===== config.mk =====
export PLATFORM = sky130hd
export DESIGN_NAME = present_dropper
export DESIGN_NICKNAME = d
export VERILOG_FILES = /design/src/rtl/present_dropper.sv
export SDC_FILE = /design/constraint.sdc
export NUM_CORES = 1
export LEC_CHECK = 0
export CAP_MARGIN = 20
export CORE_MARGIN = 5
export CORE_UTILIZATION = 35
export DETAILED_ROUTE_END_ITERATION = 12
export GPL_TIMING_DRIVEN = 0
export PLACE_DENSITY = 0.54
export SLEW_MARGIN = 25
export SYNTH_ARGS = -nofsm -noshare
export SYNTH_HDL_FRONTEND = slang
export SYNTH_SLANG_ARGS = --single-unit
export TNS_END_PERCENT = 50

===== constraint.sdc =====
create_clock -name clk -period 5.4 [get_ports clk]
set_clock_uncertainty 0.05 [all_clocks]
set_input_delay 1.35 -clock clk [delete_from_list [all_inputs] [get_ports clk]]
set_output_delay 1.35 -clock clk [all_outputs]
set_load 0.01 [all_outputs]

===== src/rtl/present_dropper.sv =====
// present_dropper
// Spawns a present where a ball was popped. The present falls one step per
// frame until it reaches the floor, lingers there for a fixed number of
// frames, and is removed when it expires or the player touches it. Touching
// it starts a timed power-up effect.
//
// Ports:
//   clk, resetN      - clock; synchronous active-low reset
//   startOfFrame     - one-cycle frame tick
//   pop, popX, popY  - ball pop pulse and its coordinates
//   presentType      - generator type, valid the cycle after pop
//   playerHit        - player overlaps the present (level)
//   presentActive    - present is drawable
//   presentX/Y       - present top-left coordinate
//   presentTypeOut   - type of the current present
//   collected        - one-cycle pulse on collection
//   collectedType    - type of the last collected present
//   effectActive     - power-up effect running
//   effectType       - type of the running or last effect
module present_dropper #(
  parameter int FLOOR_Y       = 447,
  parameter int PRESENT_H     = 16,
  parameter int FALL_STEP     = 2,
  parameter int LINGER_FRAMES = 180,
  parameter int EFFECT_FRAMES = 300
) (
  input  logic        clk,
  input  logic        resetN,
  input  logic        startOfFrame,
  input  logic        pop,
  input  logic [10:0] popX,
  input  logic [10:0] popY,
  input  logic [1:0]  presentType,
  input  logic        playerHit,
  output logic        presentActive,
  output logic [10:0] presentX,
  output logic [10:0] presentY,
  output logic [1:0]  presentTypeOut,
  output logic        collected,
  output logic [1:0]  collectedType,
  output logic        effectActive,
  output logic [1:0]  effectType
);

  localparam logic [10:0] LAND_Y   = 11'(FLOOR_Y - PRESENT_H);
  localparam int          LINGER_W = $clog2(LINGER_FRAMES + 1);
  localparam int          EFFECT_W = $clog2(EFFECT_FRAMES + 1);

  typedef enum logic [1:0] {IDLE, ARM, FALL, LANDED} state_t;

  state_t              state, state_next;
  logic [10:0]         pop_x, pop_x_next;
  logic [10:0]         pop_y, pop_y_next;
  logic [10:0]         pos_x_next, pos_y_next;
  logic [1:0]          type_next;
  logic [LINGER_W-1:0] linger_cnt, linger_next;
  logic                collected_next;
  logic [1:0]          collected_type_next;
  logic                effect_active_next;
  logic [1:0]          effect_type_next;
  logic [EFFECT_W-1:0] effect_cnt, effect_next;
  logic [11:0]         y_sum;
  logic                hit;

  // The present is only drawable while it is falling or lying on the floor
  assign presentActive = (state == FALL) || (state == LANDED);

  // Widened by one bit so a step past the floor near the top of the range
  // cannot wrap around and look like it is still above the floor
  assign y_sum = {1'b0, presentY} + 12'(FALL_STEP);

  assign hit = playerHit && ((state == FALL) || (state == LANDED));

  always_ff @(posedge clk) begin
    if (!resetN) begin
      state          <= IDLE;
      pop_x          <= '0;
      pop_y          <= '0;
      presentX       <= '0;
      presentY       <= '0;
      presentTypeOut <= '0;
      linger_cnt     <= '0;
      collected      <= 1'b0;
      collectedType  <= '0;
      effectActive   <= 1'b0;
      effectType     <= '0;
      effect_cnt     <= '0;
    end else begin
      state          <= state_next;
      pop_x          <= pop_x_next;
      pop_y          <= pop_y_next;
      presentX       <= pos_x_next;
      presentY       <= pos_y_next;
      presentTypeOut <= type_next;
      linger_cnt     <= linger_next;
      collected      <= collected_next;
      collectedType  <= collected_type_next;
      effectActive   <= effect_active_next;
      effectType     <= effect_type_next;
      effect_cnt     <= effect_next;
    end
  end

  // Next-state logic. The effect tick is evaluated first so that a
  // collection in the same cycle overrides it and reloads the timer.
  // A hit suppresses any movement or linger countdown in that cycle.
  always_comb begin
    state_next          = state;
    pop_x_next          = pop_x;
    pop_y_next          = pop_y;
    pos_x_next          = presentX;
    pos_y_next          = presentY;
    type_next           = presentTypeOut;
    linger_next         = linger_cnt;
    collected_next      = 1'b0;
    collected_type_next = collectedType;
    effect_active_next  = effectActive;
    effect_type_next    = effectType;
    effect_next         = effect_cnt;

    if (startOfFrame && effectActive) begin
      if (effect_cnt == EFFECT_W'(1)) begin
        effect_active_next = 1'b0;
      end else begin
        effect_next = effect_cnt - EFFECT_W'(1);
      end
    end

    case (state)
      IDLE: begin
        if (pop) begin
          pop_x_next = popX;
          pop_y_next = popY;
          state_next = ARM;
        end
      end
      ARM: begin
        type_next  = presentType;
        pos_x_next = pop_x;
        pos_y_next = pop_y;
        state_next = FALL;
      end
      FALL: begin
        if (!hit && startOfFrame) begin
          if (y_sum >= {1'b0, LAND_Y}) begin
            pos_y_next  = LAND_Y;
            linger_next = LINGER_W'(LINGER_FRAMES);
            state_next  = LANDED;
          end else begin
            pos_y_next = y_sum[10:0];
          end
        end
      end
      LANDED: begin
        if (!hit && startOfFrame) begin
          if (linger_cnt == LINGER_W'(1)) begin
            state_next = IDLE;
          end else begin
            linger_next = linger_cnt - LINGER_W'(1);
          end
        end
      end
      default: state_next = IDLE;
    endcase

    if (hit) begin
      state_next          = IDLE;
      collected_next      = 1'b1;
      collected_type_next = presentTypeOut;
      effect_active_next  = 1'b1;
      effect_type_next    = presentTypeOut;
      effect_next         = EFFECT_W'(EFFECT_FRAMES);
    end
  end

endmodule


==> Word level (Yosys, flattened, before mapping) <==
Index checks and enable logic that the tools add are counted.
{ "word_totals": {"ff_bits": 69, "elab_cells": 69, "in_bits": 29} }
{ "op_classes": {"add_sub_neg": 3, "n_eq_ne": 12, "bitwise_logic": 2, "n_mux": 21, "n_lt_le_gt_ge": 1, "n_reduce_logical": 18} }
{ "op_table": {"columns": ["operator", "n"], "rows": [
  ["8-bit two-way mux", 4],
  ["9-bit two-way mux", 3],
  ["11-bit two-way mux", 2],
  ["11-bit one-hot mux with 2 select lines", 1],
  ["8-bit one-hot mux with 2 select lines", 1],
  ["11-bit by 2-bit adder with 12-bit output (second input constant)", 1],
  ["12-bit by 9-bit greater-or-equal comparator with 1-bit output (second input constant)", 1],
  ["2-bit two-way mux", 5],
  ["2-bit AND reduction", 5],
  ["5-bit AND reduction", 2],
  ["9-bit by 1-bit equality test with 1-bit output (second input constant)", 1],
  ["9-bit by 1-bit subtractor with 9-bit output (second input constant)", 1],
  ["8-bit by 1-bit equality test with 1-bit output (second input constant)", 1],
  ["2-bit by 1-bit != test with 1-bit output (second input constant)", 4],
  ["2-bit one-hot mux with 4 select lines", 1],
  ["2-bit nonzero test", 4],
  ["8-bit by 1-bit subtractor with 8-bit output (second input constant)", 1],
  ["2-bit != test (second input constant)", 3],
  ["2-bit equality test (second input constant)", 2],
  ["1-bit two-way mux", 4],
  ["1-bit logical AND", 3],
  ["2-bit by 1-bit equality test with 1-bit output (second input constant)", 1],
  ["2-bit zero test", 1],
  ["1-bit NOT", 2],
  ["3 further kinds", 3]
]} }

==> Depth between registers and ports, before layout <==
Gate-level depths: netlist (run 1).
{ "logic_depth": {"ltp_word": 7, "depth_mapped": 10} }

==> Worst setup path before layout (run 1) <==
Ideal clock, no wire load.
{ "synth_timing": {"path_type": "input to register", "startpoint": "input playerHit", "endpoint": "register presentY[8]", "setup_time_ns": 0.128, "path_buffers": 2, "stages": 8, "slack_ns": 2.744, "arrival_ns": 2.479, "cell_sequence": "nand2b_1 > clkbuf_1 > nand2_1 > nand2_1 > clkbuf_1 > a21oi_1 > o22ai_1 > nor2_1"} }
{ "synth_between": {"elab_chain_len": 5} }
{ "synth_rtl": {"columns": ["item", "line", "source"], "rows": [
  ["start, declared", "34", "input logic playerHit,"],
  ["1-bit logical AND", "72", "assign hit = playerHit && ((state == FALL) || (state == LANDED));"],
  ["1-bit zero test", "144", "if (!hit && startOfFrame) begin"],
  ["1-bit logical AND", "144", null],
  ["2-bit by 1-bit != test with 1-bit output (no source line)", null, null],
  ["2-bit AND reduction (no source line)", null, null],
  ["end signal, assigned", "93", "presentY <= pos_y_next;"],
  ["end, declared", "37", "output logic [10:0] presentY,"]
]} }
Every way passes these cells.
A chain may end at the register's enable or synchronous reset.

==> Final worst setup path (run 1) <==
{ "layout_timing": {"startpoint": "register state[0]", "endpoint": "output presentActive"} }
{ "layout_between": {"elab_chain_len": 2, "word_cells_on_any_way": 3, "cone_classes": "2 x eq/ne; 1 x reduce/logical"} }
{ "layout_rtl": {"columns": ["item", "line", "source"], "rows": [
  ["start, declared", "51", "state_t state, state_next;"],
  ["start signal, assigned", "89", "state <= state_next;"],
  ["2-bit equality test", "66", "assign presentActive = (state == FALL) || (state == LANDED);"],
  ["1-bit logical OR *", "66", null],
  ["end, declared", "35", "output logic presentActive,"]
]} }
Every way passes the cells marked *; elsewhere a longest branch is shown, timed or not.

==> results.md, run 1 <==
* Status: complete, no violations
* Netlist cell types at 58
* Most frequent cells in the layout: dfxtp_1 (69), nand2_1 (67), clkdlybuf4s50_1 (58)
* Pin count of the biggest net entering global routing at 13
* YS warnings at 0
* Post-synthesis cell area at 0.003239 sq mm
* Skew-Pair Late Insertion Delay at 0.34 ns
* FF-to-FF setup slack at 2.79 ns
* Worst Setup EP: presentActive
* Syn_nets at 425
* Clock tree buffer depth at 2
* Die height at 106.2 um
* Routability cong. at 0.8239
* Number of flops mapped to enable cells by yosys at 0
* Post-layout min period at 3.321 ns
* Ant diodes at 0
* Finished layout cell area at 0.004124 sq mm
* Gr usage total at 14.85%
* Final wirelength at 8.219 mm
* Vias per cell at 5.109
* Required time of the critical path at 4.00 ns
* Element type at the critical path end: output pin
* Fin. max-slew vios at 0
* PortBufs at 58
* Initial core utilization at 35.39%
* Commonest non-fill, non-tap cell in the layout: dfxtp_1
* Standard-cell rows at 35
* Crit Reg-Reg Endpoint: state[1]$_SDFFE_PP0P_
* CTS tree: built
* Synth top area share at 42.64%
* Max_cap viols at 0
* Area Growth Syn to Fin at 27.31%
* Initial DRC count at 127
* First-pass GRT wire length at 13.57 mm
* Unrepaired setup endpoints after global routing: no
* Post_cts resized at 0
* # clock sinks at 69
* Critical path launch point: state[0]$_SDFFE_PP0P_
* CTS root buffer: clkbuf_8
* Setup Crit Path Kind: flip-flop to output pin
* Non-Filler Instances at 570
* WL per Instance at 14.42 um
* TritonRoute pass-1 iters at 4
* Post-Syn Instances at 386
* Post-CTS Hold Buffers at 0
* Synth top area cells: dfxtp_1 (43%), nand2_1 (7.8%), a21oi_1 (5.7%)
* R2R Path Start: presentY[1]$_SDFFE_PN0P_
* Num CTS Buffers at 9
* Setup tns final at 0 ns
* Pwr dens at 423.6 mW/mm^2
* Worst Setup Start Kind: flip-flop
* # IOs at 60
* Die area at 0.01128 sq mm
* Leakage power at 1.526 nW
* Worst-path clk slew at 0.07 ns
* Worst-Margin Slew at 0.7126 ns
* DRC at 0
* Fmax at 301.1 MHz
* Antenna Nets Post-Route at 0
* Yosys top cell by area: dfxtp_1
* Initial antenna violation count at 0
* Post-Place Cells at 555
* Fillcell total at 943
* Hold_ws at 0.4036 ns
* Final period utilization at 61.50%
* Max H-tree Level at 3
* Core Region at 0.009153 sq mm
* Vias at 2912
* DIE WIDTH at 106.2 um
* Async set-or-reset flop fraction in the synthesized netlist at 0%
* Normalized max-slew margin at 52.50%
* Share of post-route cells with drive strength above 1 at 7.625%
* Area after DPL at 0.003959 sq mm
* Avg Cell Area, Syn at 8.392 sq um
* Max FO, Critical Path at 6
* Total gr overflow at 0
* Nets at 494
* Vias in the first global route at 2767
* Hold crit path type: flip-flop to flip-flop
* Seq/Total Area, Yosys at 42.64%
* Worst reg-to-reg path cell count at 10
* Top_reg_cell synth: dfxtp_1
* Final setup violation count at 0
* DP Wirelength at 6.003 mm
* Synth Register Bits at 69
* Setup Fix Bufs, Post-CTS at 0
* Worst-case vdd ir drop at 0.1628 mV
* Worst EP arrival at 1.92 ns
* Endpoints failing hold at 0
==> synth_stat cells (all sizes together), types with 3 or more instances <==
master and count:
ha 10, o31ai 3, o32ai 5, nor2 39, nor4 6, nand4b 3
a211oi 3, nor2b 6, a21oi 37, o21ai 11, buf 12, nand3 8
or3 6, nor3 3, clkbuf 14, mux2i 15, nand2b 3, inv 14
dfxtp 69, xor2 8, nand2 67, a31oi 3, o22ai 3, nand4 4
==> logic make-up after synthesis <==
group           count (synthesis)  share of synthesized area (%)
simple gates                  160                          23.52
compound gates                 83                          17.11
flops                          69                          42.64
buf+inv                        40                          5.793
mux                            15                          4.635
fa+ha+maj                      10                          3.862
xor+xnor                        9                          2.434
==> stage by stage <==
| step | util, % | setup WS [ns] | total power [mW] |
|---|---|---|---|
| floorplan | - | 2.744 | 1.162 |
| global placement | 43.25 | 1.833 | 1.400 |
| detailed placement | 43.25 | 1.848 | 1.401 |
| CTS | 45.06 | 2.051 | 1.770 |
| global route | 45.06 | 1.953 | 1.884 |
| finish | 45.06 | 2.079 | 1.747 |
==> worst min-delay path by stage <==
stage / cells past startpoint / end / from
2_1_floorplan: 2 / pop_y[4]$_SDFFE_PN0P_ / pop_y[4]$_SDFFE_PN0P_
3_3_place_gp: 2 / pop_y[3]$_SDFFE_PN0P_ / pop_y[3]$_SDFFE_PN0P_
3_5_place_dp: 2 / pop_y[3]$_SDFFE_PN0P_ / pop_y[3]$_SDFFE_PN0P_
4_1_cts: 2 / pop_y[3]$_SDFFE_PN0P_ / pop_y[3]$_SDFFE_PN0P_
5_1_grt: 2 / pop_y[10]$_SDFFE_PN0P_ / pop_y[10]$_SDFFE_PN0P_
6_report: 2 / pop_y[3]$_SDFFE_PN0P_ / pop_y[3]$_SDFFE_PN0P_
==> metal layers <==
layer	share of wire, %	vias to the layer above	global-route usage [%]
met3	6.5	6	5.829
met1	48	1353	19.21
met4	0.62	0	3.978
li1	-	1487	-
met2	44	66	23.03
met5	0	-	0
==> flip-flops by register name (all words and copies together) (netlist names) <==
signal and count:
linger_cnt 8, presentY 11, presentTypeOut 2, state 2, effectActive 1, effectType 2, effect_cnt 9, collected 1
presentX 11, pop_y 11, pop_x 11
==> worst max-delay path: stages, from the launching register on <==
cell	delay (ns)
dfxtp_1	0.37
inv_1	0.10
ha_1	0.29
nor2_2	0.24
inv_1	0.09
clkdlybuf4s50_1	0.49
==> layout make-up <==
type	instances	area, sq um	share of cell area, %
flip-flops and latches	69	1381	33.49
multi-input cells	277	1670	40.50
clock buffers	9	123.9	3.004
well taps	111	138.9	3.368
clock inverters	6	41.29	1.001
plain buffers	26	135.1	3.277
inverters	14	52.55	1.274
repair buffers	58	580.6	14.08
==> report_power, final <==
group	switching (mW)	internal, mW
clock	0.197	0.163
sequential	0.0730	0.597
combinational	0.407	0.309
total	0.677	1.07
Note: power is estimated with default switching activity, not from simulation.
==> inputs of run 2 (changes only) <==
--- a/config.mk
+++ b/config.mk
@@ -10,7 +10,7 @@
 export CORE_UTILIZATION = 35
 export DETAILED_ROUTE_END_ITERATION = 12
 export GPL_TIMING_DRIVEN = 0
-export PLACE_DENSITY = 0.54
+export PLACE_DENSITY = 0.56
 export SLEW_MARGIN = 25
 export SYNTH_ARGS = -nofsm -noshare
 export SYNTH_HDL_FRONTEND = slang
==> constraint.sdc (replaced) <==
create_clock -name clk -period 2.8 [get_ports clk]
set_clock_uncertainty 0.05 [all_clocks]
set_input_delay 0.7 -clock clk [delete_from_list [all_inputs] [get_ports clk]]
set_output_delay 0.7 -clock clk [all_outputs]
set_load 0.01 [all_outputs]
==> results.md, run 2 (synthesis results as in run 1) <==
* Finished layout cell area at 0.004135 sq mm
* # IOs at 60
* Net Sw Frac at 39.30%
* Die area at 0.01128 sq mm
* DRC at 0
* Crit path cell chain: inv_1 -> ha_1 -> nor2_2 -> inv_1 -> clkdlybuf4s50_1
* Routability cong. at 0.8260
* Max FO, Critical Path at 6
* Crit Reg-Reg Endpoint: state[0]$_SDFFE_PP0P_
* Vias in the first global route at 2821
* TritonRoute pass-1 iters at 5
* Worst-path clk slew at 0.08 ns
* Max_cap viols at 0
* Number of cells on the worst hold path at 2
* Most frequent cells in the layout: dfxtp_1 (69), nand2_1 (67), clkdlybuf4s50_1 (58)
* R2R Path Start: presentY[1]$_SDFFE_PN0P_
* DP Wirelength at 6.066 mm
* Endpoints failing hold at 0
* Total gr overflow at 0
* Final period utilization at 96.12%
* Family with the most delay on the worst path: buffers and inverters
* Sequential share of power at 37.8%
* Worst EP arrival at 1.94 ns
* Die height at 106.2 um
* PortBufs at 58
* Normalized max-slew margin at 52.61%
* Max H-tree Level at 3
* Pin count of the biggest net entering global routing at 14
* Most frequent CP cell: inv_1
* Hold crit path type: flip-flop to flip-flop
* Setup Crit Path Kind: flip-flop to output pin
* Antenna Nets Post-Route at 0
* FF-to-FF setup slack at 0.15 ns
* Fmax at 371.5 MHz
* Combinational group share of total power at 40.5%
* Core Region at 0.009153 sq mm
* Fin. max-slew vios at 0
* CTS tree: built
* First-pass GRT wire length at 14.03 mm
* Share of post-route cells with drive strength above 1 at 7.609%
* Max stage delay on crit path at 0.49 ns
* Vias per cell at 5.089
* Unrepaired setup endpoints after global routing: no
* Post-CTS Hold Buffers at 0
* Commonest non-fill, non-tap cell in the layout: dfxtp_1
* Fillcell total at 922
* Final wirelength at 8.349 mm
* WP buf/inv at 3
* Worst-case vdd ir drop at 0.4231 mV
* Pwr dens at 827.0 mW/mm^2
* Initial DRC count at 127
* Area Growth Syn to Fin at 27.66%
* Skew-Pair Late Insertion Delay at 0.34 ns
* Hold Path Sink: pop_y[3]$_SDFFE_PN0P_
* WL per Instance at 14.62 um
* Final setup violation count at 0
* Psw at 1.344 mW
* Gr usage total at 15.32%
* Nets at 494
* DIE WIDTH at 106.2 um
* Post_cts resized at 0
* Initial core utilization at 35.39%
* Clock power frac at 21.7%
* Setup Fix Bufs, Post-CTS at 0
* CTS root buffer: clkbuf_8
* Hold path start: pop_y[3]$_SDFFE_PN0P_
* Cell internal pwr at 2.076 mW
* Worst Setup Start Kind: flip-flop
* Post-layout min period at 2.691 ns
* Ant diodes at 0
* Status: complete, no violations
* Worst reg-to-reg path cell count at 10
* Power Total at 3.420 mW
* # clock sinks at 69
* Leakage power at 1.528 nW
* Vias at 2906
* Num CTS Buffers at 9
* Element type at the critical path end: output pin
* Worst-Margin Slew at 0.7108 ns
* Clock tree buffer depth at 2
* Required time of the critical path at 2.05 ns
* Area after DPL at 0.003959 sq mm
* Standard-cell rows at 35
* Slowest CP cell: clkdlybuf4s50_1
* Initial antenna violation count at 0
## run 2: changes by cell type in the layout (fill, tap and decap cells not counted)
cell	delta
clkinv_2	-2
inv_6	+1
clkinv_4	+1
clkbuf_1	+1
## run 2: per-stage QoR
step / instances / utilization (%) / hold slack [ns] / TNS, ns / worst slack, ns
detailed placement: 555 / 43.25 / 0.3965 / -0.2068 / -0.1176
global route: 571 / 45.18 / 0.4298 / 0 / 0.01347
floorplan: 386 / - / 0.3815 / 0 / 0.4661
CTS: 571 / 45.18 / 0.4075 / 0 / 0.07669
global placement: 555 / 43.25 / 0.3909 / -0.2004 / -0.1021
finish: 571 / 45.18 / 0.4052 / 0 / 0.1085
## run 2: per-layer routing
layer  track usage, %  routed length (um)
met4            4.348                  98
met3            5.829                 474
met5                0                   0
met1            20.08                4068
met2            23.48                3709
## run 2: worst max path at each step
stage	slack (ns)	cells after the start	from	endpoint
floorplan	0.47	10	presentY[1]$_SDFFE_PN0P_	linger_cnt[6]$_SDFFE_PN0P_
global placement	-0.10	9	playerHit	presentY[4]$_SDFFE_PN0P_
detailed placement	-0.12	9	playerHit	presentY[4]$_SDFFE_PN0P_
CTS	0.08	5	state[0]$_SDFFE_PP0P_	presentActive
global route	0.01	5	state[0]$_SDFFE_PP0P_	presentActive
finish	0.11	5	state[0]$_SDFFE_PP0P_	presentActive
## run 2: worst reg2reg max path, cell delays in order (launching register included)
cell	delay, ns
dfxtp_1	0.53
ha_1	0.22
buf_6	0.13
and4_4	0.23
nand4_1	0.15
a21oi_1	0.38
a22o_1	0.27
buf_6	0.16
buf_6	0.15
nor2_1	0.07
o31ai_1	0.22
## run 2: area by class of cell
cell class              count  area [sq um]  share of cell area, %
plain buffers              26         135.1                  3.268
well taps                 111         138.9                  3.359
flip-flops and latches     69          1381                  33.40
clock buffers              10         127.6                  3.086
repair buffers             58         580.6                  14.04
clock inverters             6         48.80                  1.180
inverters                  14         52.55                  1.271
multi-input cells         277          1670                  40.39
## run 2: power groups by stage
stage	clock network (mW)	registers [mW]	logic [mW]
after floorplan	0	1.31	0.934
after global placement	0	1.31	1.39
after detailed placement	0	1.31	1.40
after CTS	0.763	1.29	1.40
after global routing	0.807	1.32	1.56
final	0.742	1.29	1.39
==> inputs of run 3 (changes only) <==
--- a/config.mk
+++ b/config.mk
@@ -8,6 +8,7 @@
 export CAP_MARGIN = 20
 export CORE_MARGIN = 5
 export CORE_UTILIZATION = 35
+export CTS_CLUSTER_DIAMETER = 100
 export DETAILED_ROUTE_END_ITERATION = 12
 export GPL_TIMING_DRIVEN = 0
 export PLACE_DENSITY = 0.56
==> results of run 3 <==
The final DEF is identical to that of run 2; final timing and power are the same.
